File: src/rtl/btn_conditioner_pkg.sv
// btn_pkg: shared button indices, default channel count and counter sizing helper.
package btn_pkg;

    localparam int BTN_C = 0;
    localparam int BTN_L = 1;
    localparam int BTN_U = 2;
    localparam int BTN_R = 3;
    localparam int BTN_D = 4;

    localparam int N_BTN_DEFAULT = 5;

    typedef enum logic [2:0] {
        BTN_IDX_C = 3'd0,
        BTN_IDX_L = 3'd1,
        BTN_IDX_U = 3'd2,
        BTN_IDX_R = 3'd3,
        BTN_IDX_D = 3'd4
    } btn_idx_e;

    // Width of a counter that must hold values 0..n.
    function automatic int cnt_w(input int n);
        return (n < 1) ? 1 : $clog2(n + 1);
    endfunction

endpackage

File: src/rtl/btn_conditioner_if.sv
// btn_conditioner_if: raw pad inputs in, debounced level and press pulse out.
interface btn_conditioner_if
    import btn_pkg::*;
#(
    parameter int N = N_BTN_DEFAULT
);
    logic [N-1:0] btn_raw;
    logic [N-1:0] btn_level;
    logic [N-1:0] btn_pulse;

    modport master (output btn_raw, input btn_level, input btn_pulse);
    modport slave  (input btn_raw, output btn_level, output btn_pulse);
endinterface

File: src/rtl/btn_debounce_ch.sv
// btn_debounce_ch: one button channel -- 2-FF sync, stability counter, rise pulse.
// Optional auto-repeat pulses while held when BTN_AUTOREPEAT_EN is defined.
module btn_debounce_ch
    import btn_pkg::*;
#(
    parameter int DB_CYCLES = 1_000_000
`ifdef BTN_AUTOREPEAT_EN
    ,
    parameter int RPT_DELAY  = 50_000_000,
    parameter int RPT_PERIOD = 10_000_000
`endif
) (
    input  logic clk,
    input  logic resetn,
    input  logic raw,
    output logic level,
    output logic pulse
);
    localparam int W = cnt_w(DB_CYCLES);
    localparam logic [W-1:0] DB_MAX = W'(DB_CYCLES - 1);

    logic         s1;
    logic         s;
    logic [W-1:0] cnt;
    logic         accept;
    logic         rise;
    logic         rpt;

    assign accept = (s != level) && (cnt == DB_MAX);
    assign rise   = accept && s;

    always_ff @(posedge clk or negedge resetn) begin
        if (!resetn) begin
            s1    <= 1'b0;
            s     <= 1'b0;
            cnt   <= '0;
            level <= 1'b0;
            pulse <= 1'b0;
        end else begin
            s1    <= raw;
            s     <= s1;
            cnt   <= (s == level || accept) ? '0 : cnt + 1'b1;
            level <= accept ? s : level;
            pulse <= rise || rpt;
        end
    end

`ifdef BTN_AUTOREPEAT_EN
    localparam int RMAX = (RPT_DELAY > RPT_PERIOD) ? RPT_DELAY : RPT_PERIOD;
    localparam int RW   = cnt_w(RMAX);

    logic [RW-1:0] rcnt;
    logic          rphase;
    logic [RW-1:0] rlim;

    // First wait is RPT_DELAY from the press pulse, later waits are RPT_PERIOD.
    assign rlim = rphase ? RW'(RPT_PERIOD - 1) : RW'(RPT_DELAY - 1);
    assign rpt  = level && !accept && (rcnt == rlim);

    always_ff @(posedge clk or negedge resetn) begin
        if (!resetn) begin
            rcnt   <= '0;
            rphase <= 1'b0;
        end else if (!level || accept) begin
            rcnt   <= '0;
            rphase <= 1'b0;
        end else begin
            rcnt   <= (rcnt == rlim) ? '0 : rcnt + 1'b1;
            rphase <= rphase || (rcnt == rlim);
        end
    end
`else
    assign rpt = 1'b0;
`endif

endmodule

File: src/rtl/btn_conditioner.sv
// btn_conditioner: N_BTN independent debounced buttons with level and press pulse.
// Define BTN_AUTOREPEAT_EN to add held-button auto-repeat pulses.
module btn_conditioner
    import btn_pkg::*;
#(
    parameter int N_BTN      = N_BTN_DEFAULT,
    parameter int DB_CYCLES  = 1_000_000,
    parameter int RPT_DELAY  = 50_000_000,
    parameter int RPT_PERIOD = 10_000_000
) (
    input  logic              clk,
    input  logic              resetn,
    btn_conditioner_if.slave  bus
);
    logic [N_BTN-1:0] level;
    logic [N_BTN-1:0] pulse;

    if (DB_CYCLES < 1 || RPT_DELAY < 1 || RPT_PERIOD < 1) begin : g_bad_cfg
        $error("btn_conditioner: DB_CYCLES, RPT_DELAY and RPT_PERIOD must be >= 1");
    end

    for (genvar i = 0; i < N_BTN; i++) begin : g_ch
        btn_debounce_ch #(
            .DB_CYCLES (DB_CYCLES)
`ifdef BTN_AUTOREPEAT_EN
            ,
            .RPT_DELAY (RPT_DELAY),
            .RPT_PERIOD(RPT_PERIOD)
`endif
        ) u_ch (
            .clk   (clk),
            .resetn(resetn),
            .raw   (bus.btn_raw[i]),
            .level (level[i]),
            .pulse (pulse[i])
        );
    end

    assign bus.btn_level = level;
    assign bus.btn_pulse = pulse;

endmodule

File: src/flat_wrapper.sv
// flat-port wrapper written by rule: the top's interface ports become plain ports
module btn_conditioner_flat import btn_pkg::*;
#(
    parameter int N_BTN      = N_BTN_DEFAULT,
    parameter int DB_CYCLES  = 1_000_000,
    parameter int RPT_DELAY  = 50_000_000,
    parameter int RPT_PERIOD = 10_000_000
)
  (clk, resetn, bus_btn_raw, bus_btn_level, bus_btn_pulse);
  btn_conditioner_if #(.N((5))) bus_i ();
  input  logic clk;
  input  logic resetn;
  input wire logic [$bits(bus_i.btn_raw)-1:0] bus_btn_raw;
  output wire logic [$bits(bus_i.btn_level)-1:0] bus_btn_level;
  output wire logic [$bits(bus_i.btn_pulse)-1:0] bus_btn_pulse;
  assign bus_i.btn_raw = bus_btn_raw;
  assign bus_btn_level = bus_i.btn_level;
  assign bus_btn_pulse = bus_i.btn_pulse;
  btn_conditioner #(.N_BTN(N_BTN), .DB_CYCLES(DB_CYCLES), .RPT_DELAY(RPT_DELAY), .RPT_PERIOD(RPT_PERIOD)) u_core (.clk(clk), .resetn(resetn), .bus(bus_i));
endmodule
File: config.mk
export PLATFORM = sky130hd
export DESIGN_NAME = btn_conditioner_flat
export DESIGN_NICKNAME = d
export VERILOG_FILES = /design/src/rtl/btn_conditioner_pkg.sv /design/src/rtl/btn_conditioner_if.sv /design/src/rtl/btn_debounce_ch.sv /design/src/rtl/btn_conditioner.sv /design/src/flat_wrapper.sv
export SDC_FILE = /design/constraint.sdc
export NUM_CORES = 1
export LEC_CHECK = 0
export BUFFER_PORTS_ARGS = -buffer_cell sky130_fd_sc_hd__buf_2
export CAP_MARGIN = 15
export CORE_MARGIN = 4
export CORE_UTILIZATION = 56
export DETAILED_ROUTE_END_ITERATION = 8
export PLACE_DENSITY = 0.76
export SYNTH_ARGS = -nofsm -noshare
export SYNTH_HDL_FRONTEND = slang
export SYNTH_SLANG_ARGS = --single-unit
File: constraint.sdc
create_clock -name clk -period 2.2 [get_ports clk]
set_input_delay 0.44 -clock clk [delete_from_list [all_inputs] [get_ports clk]]
set_output_delay 0.44 -clock clk [all_outputs]
set_load 0.01 [all_outputs]
==> metrics.yaml <==
cts_buffers: 17
finalNetCount: 618
grt_max_degree: 50
setup_violations: 0
reg2reg_to: "u_core.g_ch[0].u_ch.level"
worst_setup_path_start_kind: "register"
grt_first_pass_wirelength_um: 19700
internal_power_w: 0.00424
yosys_most_used_dff: "dfrtp_1"
hold_violations: 0
clock.fmax_mhz: 473
status: "completed"
relSlewSlack_pct: 53.0
r2r_cells: 4
crit_type: "register to register"
initial_utilization_pct: 57.8
synthTopCellsByCount: "120 x dfrtp_1, 101 x nor2_1, 59 x xnor2_1"
postRouteAntennaNets: 0
whs_endpoint: "u_core.g_ch[3].u_ch.s1"
drtIter0Drc: 228
insertedDiodeCount: 0
end_kind: "register"
cp-startpoint: "u_core.g_ch[0].u_ch.cnt[7]"
core_area_um2: 9820
die_x_um: 109
rsz0062_at_grt: "no"
fillers: 748
rows: 36
crit_arrival_ns: 2.52
synthCells: 562
antenna_found_initial: 0
vdd_ir_drop_max_mv: 0.590
async_reset_ff_share_pct: 100
pin_count: 17
grt_pass1_vias: 4359
synth_largest_area_cell: "dfrtp_1"
syn2layout_area_growth_pct: 17.6
leakagePower_nw: 2.75
post-route-period-util_pct: 96.0
power_frac_seq_pct: 42.4
cts_resized: 0
cap_violations: 0
clockRootBuffer: "clkbuf_8"
required_ns: 2.60
num_vias: 4204
synth_edf_count: 0
cts.clk_slew.worst_paths_ns: 0.06
slew_viol_final: 0
pwr-share-clk_pct: 54.9
ys_types: 37
drive_above_1_share_pct: 13.9
dieArea_um2: 11800
synth_most_common_cell: "dfrtp_1"
avgViaCountPerCell: 5.59
cts_tree: "yes"
swShare_pct: 20.8
clk_path_buf_depth: 2
setup_tns_ns: 0
die_h_um: 109
wire_per_inst_um: 15.0
pwr_density_cell_nw_per_um2: 802
synthTopCellsByArea: "dfrtp_1 53%, xnor2_1 9.1%, nor2_1 6.7%, nand4_1 3.1%, nand3_1 2.6%"
worstPathMaxFanout: 3
fin_skew_ns: 0.00690
h-tree-depth: 4
placedCellCount: 717
rrSetupSlack_ns: 0.09
drt_drc_violations_left: 0
drtPass1Iterations: 4
fin_cells: 752
power_switching_w: 0.00111
tightest_slew_ns: 0.698
clk_latency_ns: 0.53
ys_ff_latch: 120
grt_usage_pct: 21.2
cts.sinks: 120
p_comb_share_pct: 2.8
synth_area_um2: 5670
fin_crit_ns: 2.11
globalplace.congestion: 0.851
ys_warn_count: 0
grt_overflow: 0
hold_path_class: "input pin to register"
finalWirelength_um: 11300
hold_depth: 1
dpl.hpwl_um: 6920
min_from: "bus_btn_raw[3]"
io_buffers: 16
avgSynthCellArea_um2: 10.1
r2r-start: "u_core.g_ch[0].u_ch.cnt[7]"
synth_top_area_share_pct: 52.9
yosysSeqAreaShare_pct: 52.9
synth_nets: 574
[state kept, by name, indices dropped and copies added, names as in the netlist]
register	flops
u_core.g_ch.u_ch.cnt	100
u_core.g_ch.u_ch.level	5
u_core.g_ch.u_ch.pulse	5
u_core.g_ch.u_ch.s	5
u_core.g_ch.u_ch.s1	5
[power by group through the flow]
stage	Sequential [W]	Combinational [W]	Clock, W
2_1_floorplan	0.00230	0.0000666	0
3_3_place_gp	0.00230	0.000141	0
3_5_place_dp	0.00231	0.000146	0
4_1_cts	0.00227	0.000149	0.00297
5_1_grt	0.00227	0.000171	0.00307
6_report	0.00227	0.000148	0.00294
[cells in the final DEF (no fill, tap or decap), types with 5 or more instances in the layout]
cell / count
mux2i_1: 8
bufinv_16: 5
o21ai_0: 13
or3_1: 5
mux2_2: 5
nor2_1: 101
a21oi_1: 12
a31o_2: 5
nand3_1: 30
buf_2: 15
or4_1: 6
nand4_1: 28
nand2_1: 24
buf_4: 21
dfrtp_1: 120
clkbuf_16: 16
nor3_1: 25
inv_1: 23
xor2_1: 16
and3_1: 10
xnor2_1: 59
nor4_1: 20
ha_1: 5
[how the worst max path moves through the flow]
stage                           endpoint  slack [ns]  depth (start not counted)
6_report       u_core.g_ch[0].u_ch.level        0.09                          4
5_1_grt        u_core.g_ch[0].u_ch.level        0.03                          4
4_1_cts        u_core.g_ch[0].u_ch.level        0.09                          4
3_5_place_dp   u_core.g_ch[0].u_ch.level        0.14                          4
3_3_place_gp   u_core.g_ch[0].u_ch.level        0.16                          4
2_1_floorplan  u_core.g_ch[0].u_ch.level        0.12                          4
[logic make-up (layout without fill, tap and decap cells)]
kind of cell,count (synthesis),in the layout,share of synthesized area [%]
and+or+nand+nor,272,272,24.3
buffers and inverters,40,97,3.57
AOI/OAI and AO/OA,37,37,4.12
muxes,13,13,2.40
DFF,120,120,52.9
adders and majority gates,5,5,1.10
xor gates and xnor gates,75,75,11.6
[what timing repair did]
action                    CTS  global route
hold buffers                1             2
hold endpoints to repair   35             2
buffers inserted            0             0
[per-stage QoR]
stage | cell area (um2) | hold slack, ns | utilization [%] | total power, W | worst slack (ns)
after floorplan | 5670 | 0.144 | - | 0.00237 | 0.122
after global placement | 6020 | 0.334 | 61.3 | 0.00245 | 0.164
after detailed placement | 6020 | 0.340 | 61.3 | 0.00245 | 0.141
after CTS | 6650 | 0.00224 | 67.7 | 0.00538 | 0.0877
after global routing | 6670 | 0.00511 | 67.9 | 0.00552 | 0.0325
final | 6670 | 0.0213 | 67.9 | 0.00535 | 0.0878
[worst max-delay path: stages, from the launching register on]
cell and delay [ns]:
dfrtp_1 0.41, or4_1 0.51, or4_4 0.52, nor2_1 0.19, mux2_2 0.37
[per-layer routing]
metal	up-vias	part of all wire [%]	global-route usage (%)
met5	-	0	0
met3	23	4.1	6.28
li1	2038	-	-
met4	0	1.7	9.74
met1	2069	43	26.0
met2	74	51	34.8
[layout make-up]
cell class              count  area [um2]  area share (%)
clock inverters            13         203            3.04
flip-flops and latches    120        3000            45.0
clock buffers              19         422            6.32
inverters                  23        86.3            1.29
multi-input cells         402        2470            37.0
repair buffers             42         323            4.84
well taps                 133         166            2.49
No activity file was read; power rests on OpenSTA's default activity.
